File: config.mk
export PLATFORM = sky130hd
export DESIGN_NAME = panel_switches_flat
export DESIGN_NICKNAME = d
export VERILOG_FILES = /design/src/rtl/pdp8_panel_pkg.sv /design/src/rtl/panel_switches_if.sv /design/src/rtl/panel_debounce.sv /design/src/rtl/panel_switches.sv /design/src/flat_wrapper.sv
export SDC_FILE = /design/constraint.sdc
export NUM_CORES = 1
export LEC_CHECK = 0
export BUFFER_PORTS_ARGS = -buffer_cell sky130_fd_sc_hd__buf_4
export CORE_UTILIZATION = 50
export DETAILED_ROUTE_END_ITERATION = 12
export PLACE_DENSITY_LB_ADDON = 0.08
export SLEW_MARGIN = 40
export SYNTH_ARGS = -nofsm -noshare
export SYNTH_HDL_FRONTEND = slang
export SYNTH_SLANG_ARGS = --single-unit
File: constraint.sdc
create_clock -name SYSCLK -period 3.3 [get_ports SYSCLK]
set_input_delay 0.66 -clock SYSCLK [delete_from_list [all_inputs] [get_ports SYSCLK]]
set_output_delay 0.66 -clock SYSCLK [all_outputs]
set_load 0.02 [all_outputs]
File: src/rtl/pdp8_panel_pkg.sv
// Shared constants for the PDP-8 front-panel switch conditioner:
// channel indices, channel count and default timing parameters.
package pdp8_panel_pkg;

  localparam int unsigned NUM_CH = 4;

  localparam int unsigned CH_RESET = 0;
  localparam int unsigned CH_CLEAR = 1;
  localparam int unsigned CH_RUN   = 2;
  localparam int unsigned CH_HALT  = 3;

  // 20 ms at 12 MHz SYSCLK
  localparam int unsigned DEBOUNCE_CYCLES_DEF = 240000;
  localparam int unsigned RESET_STRETCH_DEF   = 16;

  typedef logic [NUM_CH-1:0] ch_vec_t;

endpackage : pdp8_panel_pkg

File: src/rtl/panel_switches_if.sv
// Pin-side and CPU-side signals of the front-panel switch conditioner.
// The master drives the raw buttons; the slave (the conditioner) drives the clean switches.
interface panel_switches_if;

  logic pin_RESET;
  logic pin_CLEAR;
  logic pin_RUN;
  logic pin_HALT;

  logic sw_RESET;
  logic sw_CLEAR;
  logic sw_RUN;
  logic sw_HALT;

  modport master (
    output pin_RESET,
    output pin_CLEAR,
    output pin_RUN,
    output pin_HALT,
    input  sw_RESET,
    input  sw_CLEAR,
    input  sw_RUN,
    input  sw_HALT
  );

  modport slave (
    input  pin_RESET,
    input  pin_CLEAR,
    input  pin_RUN,
    input  pin_HALT,
    output sw_RESET,
    output sw_CLEAR,
    output sw_RUN,
    output sw_HALT
  );

endinterface : panel_switches_if

File: src/rtl/panel_debounce.sv
// One panel channel: two-flop synchronizer, debounce counter, stable level
// and a one-cycle press strobe on a qualified 0->1 change.
module panel_debounce
  import pdp8_panel_pkg::*;
#(
  parameter int unsigned DEBOUNCE_CYCLES = DEBOUNCE_CYCLES_DEF
) (
  input  logic clk_i,
  input  logic rst_i,
  input  logic pin_i,
  output logic stable_o,
  output logic press_o
);

  localparam int unsigned      CNT_W    = $clog2(DEBOUNCE_CYCLES + 1);
  localparam logic [CNT_W-1:0] CNT_LAST = CNT_W'(DEBOUNCE_CYCLES - 1);

  logic             sync1_q;
  logic             sync2_q;
  logic             stable_q;
  logic             stable_d;
  logic [CNT_W-1:0] cnt_q;
  logic [CNT_W-1:0] cnt_d;
  logic             press_q;
  logic             press_d;

  // Metastability guard for the asynchronous button pin.
  always_ff @(posedge clk_i or posedge rst_i) begin
    if (rst_i) begin
      sync1_q <= 1'b0;
      sync2_q <= 1'b0;
    end else begin
      sync1_q <= pin_i;
      sync2_q <= sync1_q;
    end
  end

  // Any sample agreeing with stable_q drops the count back to zero.
  always_comb begin
    stable_d = stable_q;
    cnt_d    = '0;
    press_d  = 1'b0;
    if (sync2_q != stable_q) begin
      if (cnt_q == CNT_LAST) begin
        stable_d = sync2_q;
        press_d  = sync2_q;
      end else begin
        cnt_d = cnt_q + CNT_W'(1);
      end
    end
  end

  always_ff @(posedge clk_i or posedge rst_i) begin
    if (rst_i) begin
      stable_q <= 1'b0;
      cnt_q    <= '0;
      press_q  <= 1'b0;
    end else begin
      stable_q <= stable_d;
      cnt_q    <= cnt_d;
      press_q  <= press_d;
    end
  end

  assign stable_o = stable_q;
  assign press_o  = press_q;

endmodule : panel_debounce

File: src/rtl/panel_switches.sv
// Front-panel switch conditioner for the PDP-8 core: debounces RESET/CLEAR/RUN/HALT,
// stretches sw_RESET and arbitrates strobes. Define PANEL_INVERT_EN for active-low buttons.
module panel_switches
  import pdp8_panel_pkg::*;
#(
  parameter int unsigned DEBOUNCE_CYCLES = DEBOUNCE_CYCLES_DEF,
  parameter int unsigned RESET_STRETCH   = RESET_STRETCH_DEF
) (
  input  logic             SYSCLK,
  input  logic             RESET,
  panel_switches_if.slave  pnl
);

  localparam int unsigned     RST_W    = $clog2(RESET_STRETCH + 1);
  localparam logic [RST_W-1:0] RST_LOAD = RST_W'(RESET_STRETCH);

  ch_vec_t          pin_raw;
  ch_vec_t          pin_cond;
  ch_vec_t          stable;
  ch_vec_t          press;
  logic [RST_W-1:0] rst_cnt_q;
  logic [RST_W-1:0] rst_cnt_d;
  logic             sw_reset_c;
  logic             unused_ch_status;

  assign pin_raw[CH_RESET] = pnl.pin_RESET;
  assign pin_raw[CH_CLEAR] = pnl.pin_CLEAR;
  assign pin_raw[CH_RUN]   = pnl.pin_RUN;
  assign pin_raw[CH_HALT]  = pnl.pin_HALT;

  // Synchronizers still clear to 0, so a released (high) active-low pin never strobes.
`ifdef PANEL_INVERT_EN
  assign pin_cond = ~pin_raw;
`else
  assign pin_cond = pin_raw;
`endif

  for (genvar g = 0; g < NUM_CH; g++) begin : g_ch
    panel_debounce #(
      .DEBOUNCE_CYCLES (DEBOUNCE_CYCLES)
    ) u_debounce (
      .clk_i    (SYSCLK),
      .rst_i    (RESET),
      .pin_i    (pin_cond[g]),
      .stable_o (stable[g]),
      .press_o  (press[g])
    );
  end

  // Only the RESET channel's level and the other channels' strobes are consumed.
  assign unused_ch_status = ^{stable[CH_HALT], stable[CH_RUN], stable[CH_CLEAR], press[CH_RESET]};

  // Reset stretcher: reload while the button is held, then count down and hold at 0.
  always_comb begin
    rst_cnt_d = rst_cnt_q;
    if (stable[CH_RESET]) begin
      rst_cnt_d = RST_LOAD;
    end else if (rst_cnt_q != '0) begin
      rst_cnt_d = rst_cnt_q - RST_W'(1);
    end
  end

  always_ff @(posedge SYSCLK or posedge RESET) begin
    if (RESET) begin
      rst_cnt_q <= RST_LOAD;
    end else begin
      rst_cnt_q <= rst_cnt_d;
    end
  end

  assign sw_reset_c = stable[CH_RESET] | (rst_cnt_q != '0);

  // HALT wins over a coincident RUN; everything is masked while reset is active.
  assign pnl.sw_RESET = sw_reset_c;
  assign pnl.sw_CLEAR = press[CH_CLEAR] & ~sw_reset_c;
  assign pnl.sw_HALT  = press[CH_HALT]  & ~sw_reset_c;
  assign pnl.sw_RUN   = press[CH_RUN]   & ~press[CH_HALT] & ~sw_reset_c;

endmodule : panel_switches

File: src/flat_wrapper.sv
// flat-port wrapper written by rule: the top's interface ports become plain ports
module panel_switches_flat import pdp8_panel_pkg::*;
#(
  parameter int unsigned DEBOUNCE_CYCLES = DEBOUNCE_CYCLES_DEF,
  parameter int unsigned RESET_STRETCH   = RESET_STRETCH_DEF
)
  (SYSCLK, RESET, pnl_pin_RESET, pnl_pin_CLEAR, pnl_pin_RUN, pnl_pin_HALT, pnl_sw_RESET, pnl_sw_CLEAR, pnl_sw_RUN, pnl_sw_HALT);
  panel_switches_if pnl_i ();
  input  logic SYSCLK;
  input  logic RESET;
  input wire logic [$bits(pnl_i.pin_RESET)-1:0] pnl_pin_RESET;
  input wire logic [$bits(pnl_i.pin_CLEAR)-1:0] pnl_pin_CLEAR;
  input wire logic [$bits(pnl_i.pin_RUN)-1:0] pnl_pin_RUN;
  input wire logic [$bits(pnl_i.pin_HALT)-1:0] pnl_pin_HALT;
  output wire logic [$bits(pnl_i.sw_RESET)-1:0] pnl_sw_RESET;
  output wire logic [$bits(pnl_i.sw_CLEAR)-1:0] pnl_sw_CLEAR;
  output wire logic [$bits(pnl_i.sw_RUN)-1:0] pnl_sw_RUN;
  output wire logic [$bits(pnl_i.sw_HALT)-1:0] pnl_sw_HALT;
  assign pnl_i.pin_RESET = pnl_pin_RESET;
  assign pnl_i.pin_CLEAR = pnl_pin_CLEAR;
  assign pnl_i.pin_RUN = pnl_pin_RUN;
  assign pnl_i.pin_HALT = pnl_pin_HALT;
  assign pnl_sw_RESET = pnl_i.sw_RESET;
  assign pnl_sw_CLEAR = pnl_i.sw_CLEAR;
  assign pnl_sw_RUN = pnl_i.sw_RUN;
  assign pnl_sw_HALT = pnl_i.sw_HALT;
  panel_switches #(.DEBOUNCE_CYCLES(DEBOUNCE_CYCLES), .RESET_STRETCH(RESET_STRETCH)) u_core (.SYSCLK(SYSCLK), .RESET(RESET), .pnl(pnl_i));
endmodule
==> results of run 1 <==
## cells by family (layout without fill, tap and decap cells)
kind of cell	after synthesis	after routing	synth area share (%)
buffers and inverters	27	46	2.757
AO/OA/AOI/OAI	40	40	6.031
multiplexers	5	5	1.292
AND/OR/NAND/NOR	206	206	24.96
XOR/XNOR	53	53	10.65
adder cells (fa/ha/maj)	5	5	1.436
flip-flops	92	92	52.87
## worst max-delay path, stage by stage (launching register included)
cell and delay (ns):
dfrtp_1 0.42, inv_1 0.07, ha_1 0.20, or4b_1 0.57, nor2_1 0.18, inv_1 0.07, nor3b_1 0.20, buf_4 0.17
## metal layers
metal,vias up,part of all wire [%],GRT usage (%)
li1,1544,-,-
met2,30,44,27.86
met1,1494,52,26.50
met3,8,2.4,4.306
met5,-,0,0
met4,0,1.5,6.439
## worst min-delay path by stage
stage / startpoint / end / slack (ns) / cells after the start
after floorplan: u_core.g_ch[0].u_debounce.sync1_q / u_core.g_ch[0].u_debounce.sync2_q / 0.33 / 0
after global placement: u_core.g_ch[2].u_debounce.sync1_q / u_core.g_ch[2].u_debounce.sync2_q / 0.34 / 0
after detailed placement: u_core.g_ch[2].u_debounce.sync1_q / u_core.g_ch[2].u_debounce.sync2_q / 0.34 / 0
after CTS: RESET / u_core.g_ch[1].u_debounce.cnt_q[11] / 0.35 / 2
after global routing: RESET / u_core.g_ch[1].u_debounce.cnt_q[12] / 0.37 / 2
final: RESET / u_core.g_ch[1].u_debounce.cnt_q[11] / 0.35 / 2
## cells in the mapped netlist, types with 3 or more instances
cell      count  share of area, %
dfrtp_1      91                52
nor2_1       65               5.6
xnor2_1      27               5.4
xor2_1       26               5.2
nand4_1      25               3.6
nand2_1      24               2.1
nand3_1      24               2.8
a21oi_1      17               2.0
inv_1        16               1.4
or3_1        12               1.7
nor4_1       11               1.6
o21ai_0      11               1.3
and4_1       10               2.0
nor3_1        9               1.0
and2_1        5              0.72
clkbuf_1      5              0.43
ha_1          5               1.4
o31ai_1       5              0.86
or4_1         5              0.86
and3_1        3              0.43
buf_2         3              0.34
mux2_1        3              0.78
## layout make-up
type | count | share of cell area (%)
sequential | 92 | 48.56
multi-input combinational | 309 | 40.75
tap | 105 | 2.770
clock buffer | 10 | 2.691
timing repair buffer | 13 | 2.321
inverter | 17 | 1.530
clock inverter | 6 | 1.372
## sequential cells by signal (all words and copies together), names as in the netlist
register,cells
u_core.g_ch.u_debounce.press_o,3
u_core.g_ch.u_debounce.sync1_q,4
u_core.g_ch.u_debounce.cnt_q,72
u_core.g_ch.u_debounce.stable_o,4
u_core.rst_cnt_q,5
u_core.g_ch.u_debounce.sync2_q,4
## power by group
part           switching, mW  total (mW)  internal [mW]
logic                 0.0487      0.0730         0.0242
registers             0.0154        1.16           1.14
clock network          0.389       0.738          0.349
total                  0.453        1.97           1.52
## through the flow
step | setup slack [ns] | power (mW) | cell area, sq um | utilization (%) | hold slack (ns)
global route | 0.2053 | 2.062 | 4743 | 56.87 | 0.3657
detailed placement | 0.7653 | 1.257 | 4551 | 54.56 | 0.3416
CTS | 0.3512 | 1.999 | 4743 | 56.87 | 0.3524
finish | 0.3939 | 1.969 | 4743 | 56.87 | 0.3464
floorplan | 0.2497 | 1.230 | 4357 | - | 0.3312
global placement | 0.8621 | 1.255 | 4543 | 54.47 | 0.3383
==> metrics.txt, run 1 <==
status=finished clean; fmax=344.1 MHz; RSZ-0062 raised after global routing=false; launching point of the worst reg2reg path=u_core.g_ch[0].u_debounce.cnt_q[0]; path depth of the worst reg2reg path=5; TritonRoute pass-1 iters=4; ANT nets after route=0; TritonCTS buffer count=9; FF/Latch Area=0.002303 sq mm; Clock Skew=0.009241 ns; Syn Nets=439; Placeable Area=0.008341 sq mm; Total GRT Usage=18.60%; clk slew on worst S/H paths=0.09 ns; largest net degree at the start of global routing=61; post-synthesis sequential area ratio=52.87%; Syn. warnings=0; Detailed Place HPWL=5.006 mm; PortBufs=9; Gate Count Post-Synth=428; via count=3076; count of cell types in the netlist=43; leakage=1.993 nW; Fillers=741; cts hold-fix bufs=0; number of placed I/O pins=10; crit path time final=2.906 ns; final RePlAce weighted congestion=0.7676; clock sink count=92; worst-margin pin slew=0.7189 ns; # rows=33; die area=0.009091 sq mm; Crit. Startpoint=u_core.rst_cnt_q[0]; Starting DRT DRC Count=91; layout net count=453; Syn Std Cell Area=0.004357 sq mm; drt drc=0; Post-Layout Cell Count=552; Bufs on Longest Clock Path=2; Root Driver=clkbuf_8; critical path type=flop to output port; ys async rst share=100.0%; Fin Setup TNS=0 ns; r2r setup slk=1.14 ns; total grt overflow=0; initial antenna violation count=0; Slew Viols, Final=0; CTS tree=done; layout cells sized above 1=9.172%; area of the multi-input gates=0.001933 sq mm; worst hold path type=input port to asynchronous set/reset pin; worst reg2reg endpoint=u_core.g_ch[0].u_debounce.cnt_q[11]; Area Growth Syn to Fin=8.874%; Synth Register Bits=92; H-tree levels=3; Via density=5.572; most used cells in the layout excluding fill and tap cells=91 x dfrtp_1, 65 x nor2_1, 27 x xnor2_1, 26 x xor2_1, 25 x nand4_1; first-pass GRT wire length=13.04 mm; crit path max fanout=6; period utilisation layout=88.06%; Max VDD drop=0.0002300 V; # diodes=0; # resized after CTS=0; Cells after DPL=536; nature of the critical path startpoint=flop; CP arrival=2.25 ns; max_cap viols=0; Setup crit end kind=output port; PD cells=415.2 mW/mm^2; Fin. Hold Viols=0; CP required=2.64 ns; number of global-route vias before repair=2903; commonest non-fill, non-tap cell in the layout=dfrtp_1; Post-Syn Area per Cell=10.18 sq um; Slew HR=51.79%; post-CTS setup buffers=0; EDFF count, synth=0; clock latency on the worst-skew pair=0.35 ns; Die W=95.35 um; die height=95.35 um; routed len/inst=13.37 um; crit path to=pnl_sw_RUN; drt total wl=7.379 mm; Initial Utilization=52.24%; final setup vio count=0; Synth Flop Type=dfrtp_1
(Power assumes the default switching activity.)
==> inputs of run 2 (changes only) <==
--- a/config.mk
+++ b/config.mk
@@ -12,4 +12,5 @@
 export SLEW_MARGIN = 40
 export SYNTH_ARGS = -nofsm -noshare
 export SYNTH_HDL_FRONTEND = slang
+export SYNTH_HIERARCHICAL = 1
 export SYNTH_SLANG_ARGS = --single-unit
==> run 2 against run 1 <==
Effect of this change: utilization down 0.89 points; die area rose by 1.8%; setup slack better by 0.080 ns; clock power is 31% higher; power grew 11%; first-iteration DRC count grew 43%; worst hold slack lost 0.087 ns; combinational power down 5.3%; flip-flop and latch count is the same; sequential power barely moved; critical path type unchanged.
==> metrics.txt, run 2 <==
critical path type=flop to output port (unchanged); crit path max fanout=6 (unchanged); PortBufs=9 (unchanged); first-pass GRT wire length=12.96 mm (was 13.04 mm); Via density=5.423 (was 5.572); # rows=34 (was 33); clk slew on worst S/H paths=0.08 ns (was 0.09 ns); post-CTS setup buffers=0 (unchanged); fin area=0.004835 sq mm (was 0.004743 sq mm); top flop regs=u_core/g_ch.u_debounce/cnt_q x72, u_core/rst_cnt_q x5 (was u_core.g_ch.u_debounce.cnt_q x72, u_core.rst_cnt_q x5); CTS tree=done (unchanged); Slew HR=68.18% (was 51.79%); CP required=2.64 ns (about the same); largest net degree at the start of global routing=23 (was 61); drt drc=0 (unchanged); area of the multi-input gates=0.001988 sq mm (was 0.001933 sq mm); final RePlAce weighted congestion=0.7630 (was 0.7676); PD cells=453.5 mW/mm^2 (was 415.2 mW/mm^2); via count=3037 (was 3076); status=finished clean (unchanged); layout cells sized above 1=11.73% (was 9.172%); # resized after CTS=0 (unchanged); Syn Std Cell Area=0.004437 sq mm (was 0.004357 sq mm); cts hold-fix bufs=0 (unchanged); Syn. warnings=6 (was 0); layout net count=459 (was 453); TritonCTS buffer count=9 (unchanged); number of placed I/O pins=10 (unchanged); RSZ-0062 raised after global routing=false (unchanged); Max stage delay on crit path=0.65 ns (was 0.57 ns); Fin. Hold Viols=0 (unchanged); Post-Syn Area per Cell=10.06 sq um (was 10.18 sq um); clock latency on the worst-skew pair=0.35 ns (about the same); die area=0.009254 sq mm (was 0.009091 sq mm); H-tree levels=3 (unchanged); period utilisation layout=85.63% (was 88.06%); final setup vio count=0 (unchanged); Gate Count Post-Synth=441 (was 428); Slew Viols, Final=0 (unchanged); die height=96.20 um (was 95.35 um); Starting DRT DRC Count=130 (was 91); Max VDD drop=0.0002205 V (was 0.0002300 V); max_cap viols=0 (unchanged); DP Area=0.004573 sq mm (was 0.004551 sq mm); # diodes=0 (unchanged); Placeable Area=0.008636 sq mm (was 0.008341 sq mm); Total GRT Usage=18.20% (was 18.60%); number of global-route vias before repair=2824 (was 2903); number of flip-flops in the largest register=72 (unchanged); most used cells in the layout excluding fill and tap cells=91 x dfrtp_1, 71 x nor2_1, 37 x xnor2_1, 28 x nand3_1, 26 x nand2_1 (was 91 x dfrtp_1, 65 x nor2_1, 27 x xnor2_1, 26 x xor2_1, 25 x nand4_1); clock sink count=92 (unchanged); ANT nets after route=0 (unchanged); slowest CP cell=or4b_1 (unchanged); nature of the critical path startpoint=flop (unchanged); Detailed Place HPWL=5.126 mm (was 5.006 mm); FF/Latch Area=0.002303 sq mm (unchanged); Root Driver=clkbuf_8 (unchanged); worst-margin pin slew=0.4729 ns (was 0.7189 ns); Syn Nets=452 (was 439); TritonRoute pass-1 iters=4 (unchanged); routed len/inst=13.59 um (was 13.37 um); CP arrival=2.17 ns (was 2.25 ns); total grt overflow=0 (unchanged); commonest non-fill, non-tap cell in the layout=dfrtp_1 (unchanged); Initial Utilization=51.38% (was 52.24%); crit path time final=2.826 ns (was 2.906 ns); initial antenna violation count=0 (unchanged); Fillers=778 (was 741); Cell Chain, Critical Path=inv_1, ha_1, or4b_1, nor4b_4, buf_4 (was inv_1, ha_1, or4b_1, nor2_1, inv_1, nor3b_1, buf_4); Die W=96.20 um (was 95.35 um); Clock Skew=0.01301 ns (was 0.009241 ns); leakage=1.986 nW (was 1.993 nW); drt total wl=7.612 mm (was 7.379 mm); worst hold path type=input port to asynchronous set/reset pin (unchanged); Largest Register=u_core/g_ch.u_debounce/cnt_q (was u_core.g_ch.u_debounce.cnt_q); Area Growth Syn to Fin=8.968% (was 8.874%); Bufs on Longest Clock Path=2 (unchanged); Fin Setup TNS=0 ns (unchanged); fmax=353.9 MHz (was 344.1 MHz); Setup crit end kind=output port (unchanged)
## run 2: where the power goes
| part | internal [mW] | switching [mW] | leakage [nW] |
|---|---|---|---|
| Combinational | 0.0203 | 0.0488 | 0.603 |
| Clock | 0.578 | 0.387 | 0.129 |
| Sequential | 1.14 | 0.0154 | 1.25 |
## run 2: path summary, 6_finish.rpt
kind	endpoint	slack, ns	from	depth (start not counted)
min reg2reg	u_core/g_ch[1].u_debounce/sync2_q	0.36	u_core/g_ch[1].u_debounce/sync1_q	0
min in group SYSCLK	u_core/g_ch[1].u_debounce/sync2_q	0.36	u_core/g_ch[1].u_debounce/sync1_q	0
max in group asynchronous	u_core/g_ch[3].u_debounce/cnt_q[7]	2.60	RESET	2
max reg2reg	u_core/g_ch[2].u_debounce/cnt_q[17]	1.54	u_core/g_ch[2].u_debounce/cnt_q[8]	4
max	pnl_sw_RUN	0.47	u_core/rst_cnt_q[0]	5
min	u_core/rst_cnt_q[0]	0.26	RESET	2
## run 2: layout make-up
class / instances / share of cell area (%)
clock inverter: 6 / 2.847
tap: 108 / 2.795
sequential: 92 / 47.64
timing repair buffer: 9 / 1.398
multi-input combinational: 315 / 41.12
clock buffer: 9 / 2.562
inverter: 21 / 1.630
## run 2: through the flow
stage          setup slack [ns]  utilization [%]  instances  power, mW  hold WS (ns)
4_1_cts                  0.4425            55.98        560      2.228        0.2355
5_1_grt                  0.3656            55.98        560      2.282        0.2588
3_5_place_dp             0.8432            52.96        545      1.252        0.3387
2_1_floorplan             1.030                -        441      1.232        0.3312
6_report                 0.4741            55.98        560      2.193        0.2593
3_3_place_gp             0.8861            52.96        545      1.250        0.3327
## run 2: critical path, delay by kind of cell (launching register included)
family | cells | cell delay, ns
flip-flops | 1 | 0.41
AND/OR/NAND/NOR | 2 | 0.95
buffers and inverters | 2 | 0.24
adder cells (fa/ha/maj) | 1 | 0.21
## run 2: per-layer routing
metal | share of wire (%) | vias up | track usage (%)
met5 | 0 | - | 0
met1 | 51 | 1457 | 25.82
met2 | 45 | 31 | 27.48
li1 | - | 1538 | -
met3 | 2.1 | 11 | 2.844
met4 | 1.6 | 0 | 7.960
==> inputs of run 3 (changes only) <==
--- a/config.mk
+++ b/config.mk
@@ -6,9 +6,12 @@
 export NUM_CORES = 1
 export LEC_CHECK = 0
 export BUFFER_PORTS_ARGS = -buffer_cell sky130_fd_sc_hd__buf_4
-export CORE_UTILIZATION = 50
+export CELL_PAD_IN_SITES_DETAIL_PLACEMENT = 1
+export CELL_PAD_IN_SITES_GLOBAL_PLACEMENT = 2
+export CORE_UTILIZATION = 41
 export DETAILED_ROUTE_END_ITERATION = 12
 export PLACE_DENSITY_LB_ADDON = 0.08
+export SETUP_SLACK_MARGIN = 0.15
 export SLEW_MARGIN = 40
 export SYNTH_ARGS = -nofsm -noshare
 export SYNTH_HDL_FRONTEND = slang
==> run 3 against run 2 <==
Effect of this change: register-to-register slack got worse by 0.03 ns; power shrank 8.1%; via count is 3.8% higher; die area is 21% higher; clock skew increased by 0.0028 ns; final cell count rose by 5.2%; non-clock buffer count did not move; flip-flop and latch count stayed put; maximum frequency shrank 1.8%; setup slack lost 0.052 ns; clock power is 18% lower; sequential share of layout area up 0.24 points; critical path type unchanged.
==> metrics.txt, run 3 (synthesis gave the netlist of run 2 again) <==
r2r setup slk=1.51 ns (was 1.54 ns); drt drc=0 (unchanged); Cells after DPL=573 (was 545); # diodes=0 (unchanged); ANT nets after route=0 (unchanged); number of global-route vias before repair=3372 (was 2824); Fin Setup TNS=0 ns (unchanged); Fillers=1174 (was 778); via count=3151 (was 3037); crit path time final=2.878 ns (was 2.826 ns); PortBufs=9 (unchanged); Setup crit end kind=output port (unchanged); register share of total power=57.5% (was 52.8%); layout net count=459 (unchanged); Total GRT Usage=18.05% (was 18.20%); total grt overflow=0 (unchanged); worst reg2reg endpoint=u_core/g_ch[2].u_debounce/cnt_q[17] (unchanged); largest net degree at the start of global routing=23 (unchanged); final setup vio count=0 (unchanged); commonest non-fill, non-tap cell in the layout=dfrtp_1 (unchanged); Bufs on Longest Clock Path=2 (unchanged); part of the power in combinational logic=3.5% (was 3.2%); Root Driver=clkbuf_8 (unchanged); PD cells=419.0 mW/mm^2 (was 453.5 mW/mm^2); nature of the critical path startpoint=flop (unchanged); launching point of the worst reg2reg path=u_core/g_ch[2].u_debounce/cnt_q[8] (unchanged); RSZ-0062 raised after global routing=false (unchanged); routed len/inst=14.90 um (was 13.59 um); Detailed Place HPWL=6.114 mm (was 5.126 mm); cts hold-fix bufs=0 (unchanged); leakage=1.960 nW (was 1.986 nW); Fin. Hold Viols=0 (unchanged); final RePlAce weighted congestion=0.7885 (was 0.7630); max_cap viols=0 (unchanged); sw frac=22.73% (was 20.57%); Post-Layout Cell Count=589 (was 560); number of flip-flops in the largest register=72 (unchanged); worst hold path type=input port to asynchronous set/reset pin (unchanged); Net Switching=458.2 uW (was 451.0 uW); Slew HR=67.54% (was 68.18%); Max VDD drop=0.0001816 V (was 0.0002205 V); most used cells in the layout excluding fill and tap cells=91 x dfrtp_1, 71 x nor2_1, 37 x xnor2_1, 28 x nand3_1, 26 x nand2_1 (unchanged); drt total wl=8.778 mm (was 7.612 mm); Via density=5.350 (was 5.423); internal power=1.558 mW (was 1.742 mW); period utilisation layout=87.21% (was 85.63%); Largest Register=u_core/g_ch.u_debounce/cnt_q (unchanged); Slew Viols, Final=0 (unchanged); crit path max fanout=6 (unchanged); top flop regs=u_core/g_ch.u_debounce/cnt_q x72, u_core/rst_cnt_q x5 (unchanged); CP arrival=2.22 ns (was 2.17 ns); layout cells sized above 1=11.48% (was 11.73%); number of placed I/O pins=10 (unchanged); clock latency on the worst-skew pair=0.37 ns (was 0.35 ns); # resized after CTS=0 (unchanged); TritonRoute pass-1 iters=4 (unchanged); clk slew on worst S/H paths=0.08 ns (about the same); CTS tree=done (unchanged); H-tree levels=3 (unchanged); Die W=106.0 um (was 96.20 um); Placeable Area=0.01042 sq mm (was 0.008636 sq mm); first-pass GRT wire length=16.04 mm (was 12.96 mm); Area Growth Syn to Fin=8.432% (was 8.968%); worst-margin pin slew=0.4824 ns (was 0.4729 ns); die area=0.01124 sq mm (was 0.009254 sq mm); Clock Skew=0.01585 ns (was 0.01301 ns); critical path type=flop to output port (unchanged); initial antenna violation count=0 (unchanged); Finished Core Util=46.19% (was 55.98%); post-CTS setup buffers=0 (unchanged); TritonCTS buffer count=9 (unchanged); Clk pwr share=39.1% (was 44.0%); Final Power=2.016 mW (was 2.193 mW); fmax=347.5 MHz (was 353.9 MHz); path depth of the worst reg2reg path=4 (unchanged); # rows=37 (was 34); Starting DRT DRC Count=81 (was 130); status=finished clean (unchanged); Initial Utilization=42.59% (was 51.38%); die height=106.0 um (was 96.20 um); clock sink count=92 (unchanged); CP required=2.64 ns (about the same)
[run 3: cell types whose count changed in the layout (fill, tap and decap cells not counted)]
cell       delta
inv_6         +1
clkinv_2      +1
clkbuf_8      +2
bufinv_16     -3
clkbuf_1      +2
clkinv_4      -2
[run 3: worst max-delay path by stage]
stage / startpoint / to
after floorplan: u_core/rst_cnt_q[0] / pnl_sw_RUN
after global placement: u_core/rst_cnt_q[0] / pnl_sw_RUN
after detailed placement: u_core/rst_cnt_q[0] / pnl_sw_RUN
after CTS: u_core/rst_cnt_q[0] / pnl_sw_RUN
after global routing: u_core/rst_cnt_q[0] / pnl_sw_RUN
final: u_core/rst_cnt_q[0] / pnl_sw_RUN
[run 3: final cells by class]
type	instances	area, sq um	area share [%]
Tap cell	136	170.2	3.537
Multi-Input combinational cell	315	1988	41.33
Clock inverter	3	43.79	0.9103
Clock buffer	13	158.9	3.303
Sequential cell	92	2303	47.88
Inverter	21	78.83	1.638
Timing Repair Buffer	9	67.56	1.404
[run 3: power groups by stage]
stage / Sequential (mW) / Combinational, mW / Clock (mW)
3_5_place_dp: 1.18 / 0.0737 / 0
3_3_place_gp: 1.18 / 0.0718 / 0
4_1_cts: 1.16 / 0.0740 / 0.823
5_1_grt: 1.16 / 0.0831 / 0.863
6_report: 1.16 / 0.0699 / 0.787
2_1_floorplan: 1.18 / 0.0547 / 0
[run 3: per-layer routing]
metal / track usage (%) / share of wire (%) / up-vias
li1: - / - / 1544
met1: 24.18 / 49 / 1578
met2: 28.76 / 47 / 17
met3: 2.820 / 1.6 / 12
met4: 8.433 / 2.0 / 0
met5: 0 / 0 / -
[run 3: worst max-delay path, stage by stage (launching register included)]
cell	delay [ns]
dfrtp_1	0.41
inv_1	0.07
ha_1	0.21
or4b_1	0.65
nor4b_4	0.34
buf_4	0.19
[run 3: per-stage QoR]
step | hold WS [ns] | worst slack [ns] | area [sq um]
final | 0.2381 | 0.4220 | 4811
after global routing | 0.2383 | 0.2749 | 4811
after CTS | 0.2241 | 0.3694 | 4811
after detailed placement | 0.3363 | 0.7866 | 4608
after global placement | 0.3321 | 0.8243 | 4608
after floorplan | 0.3312 | 1.030 | 4437
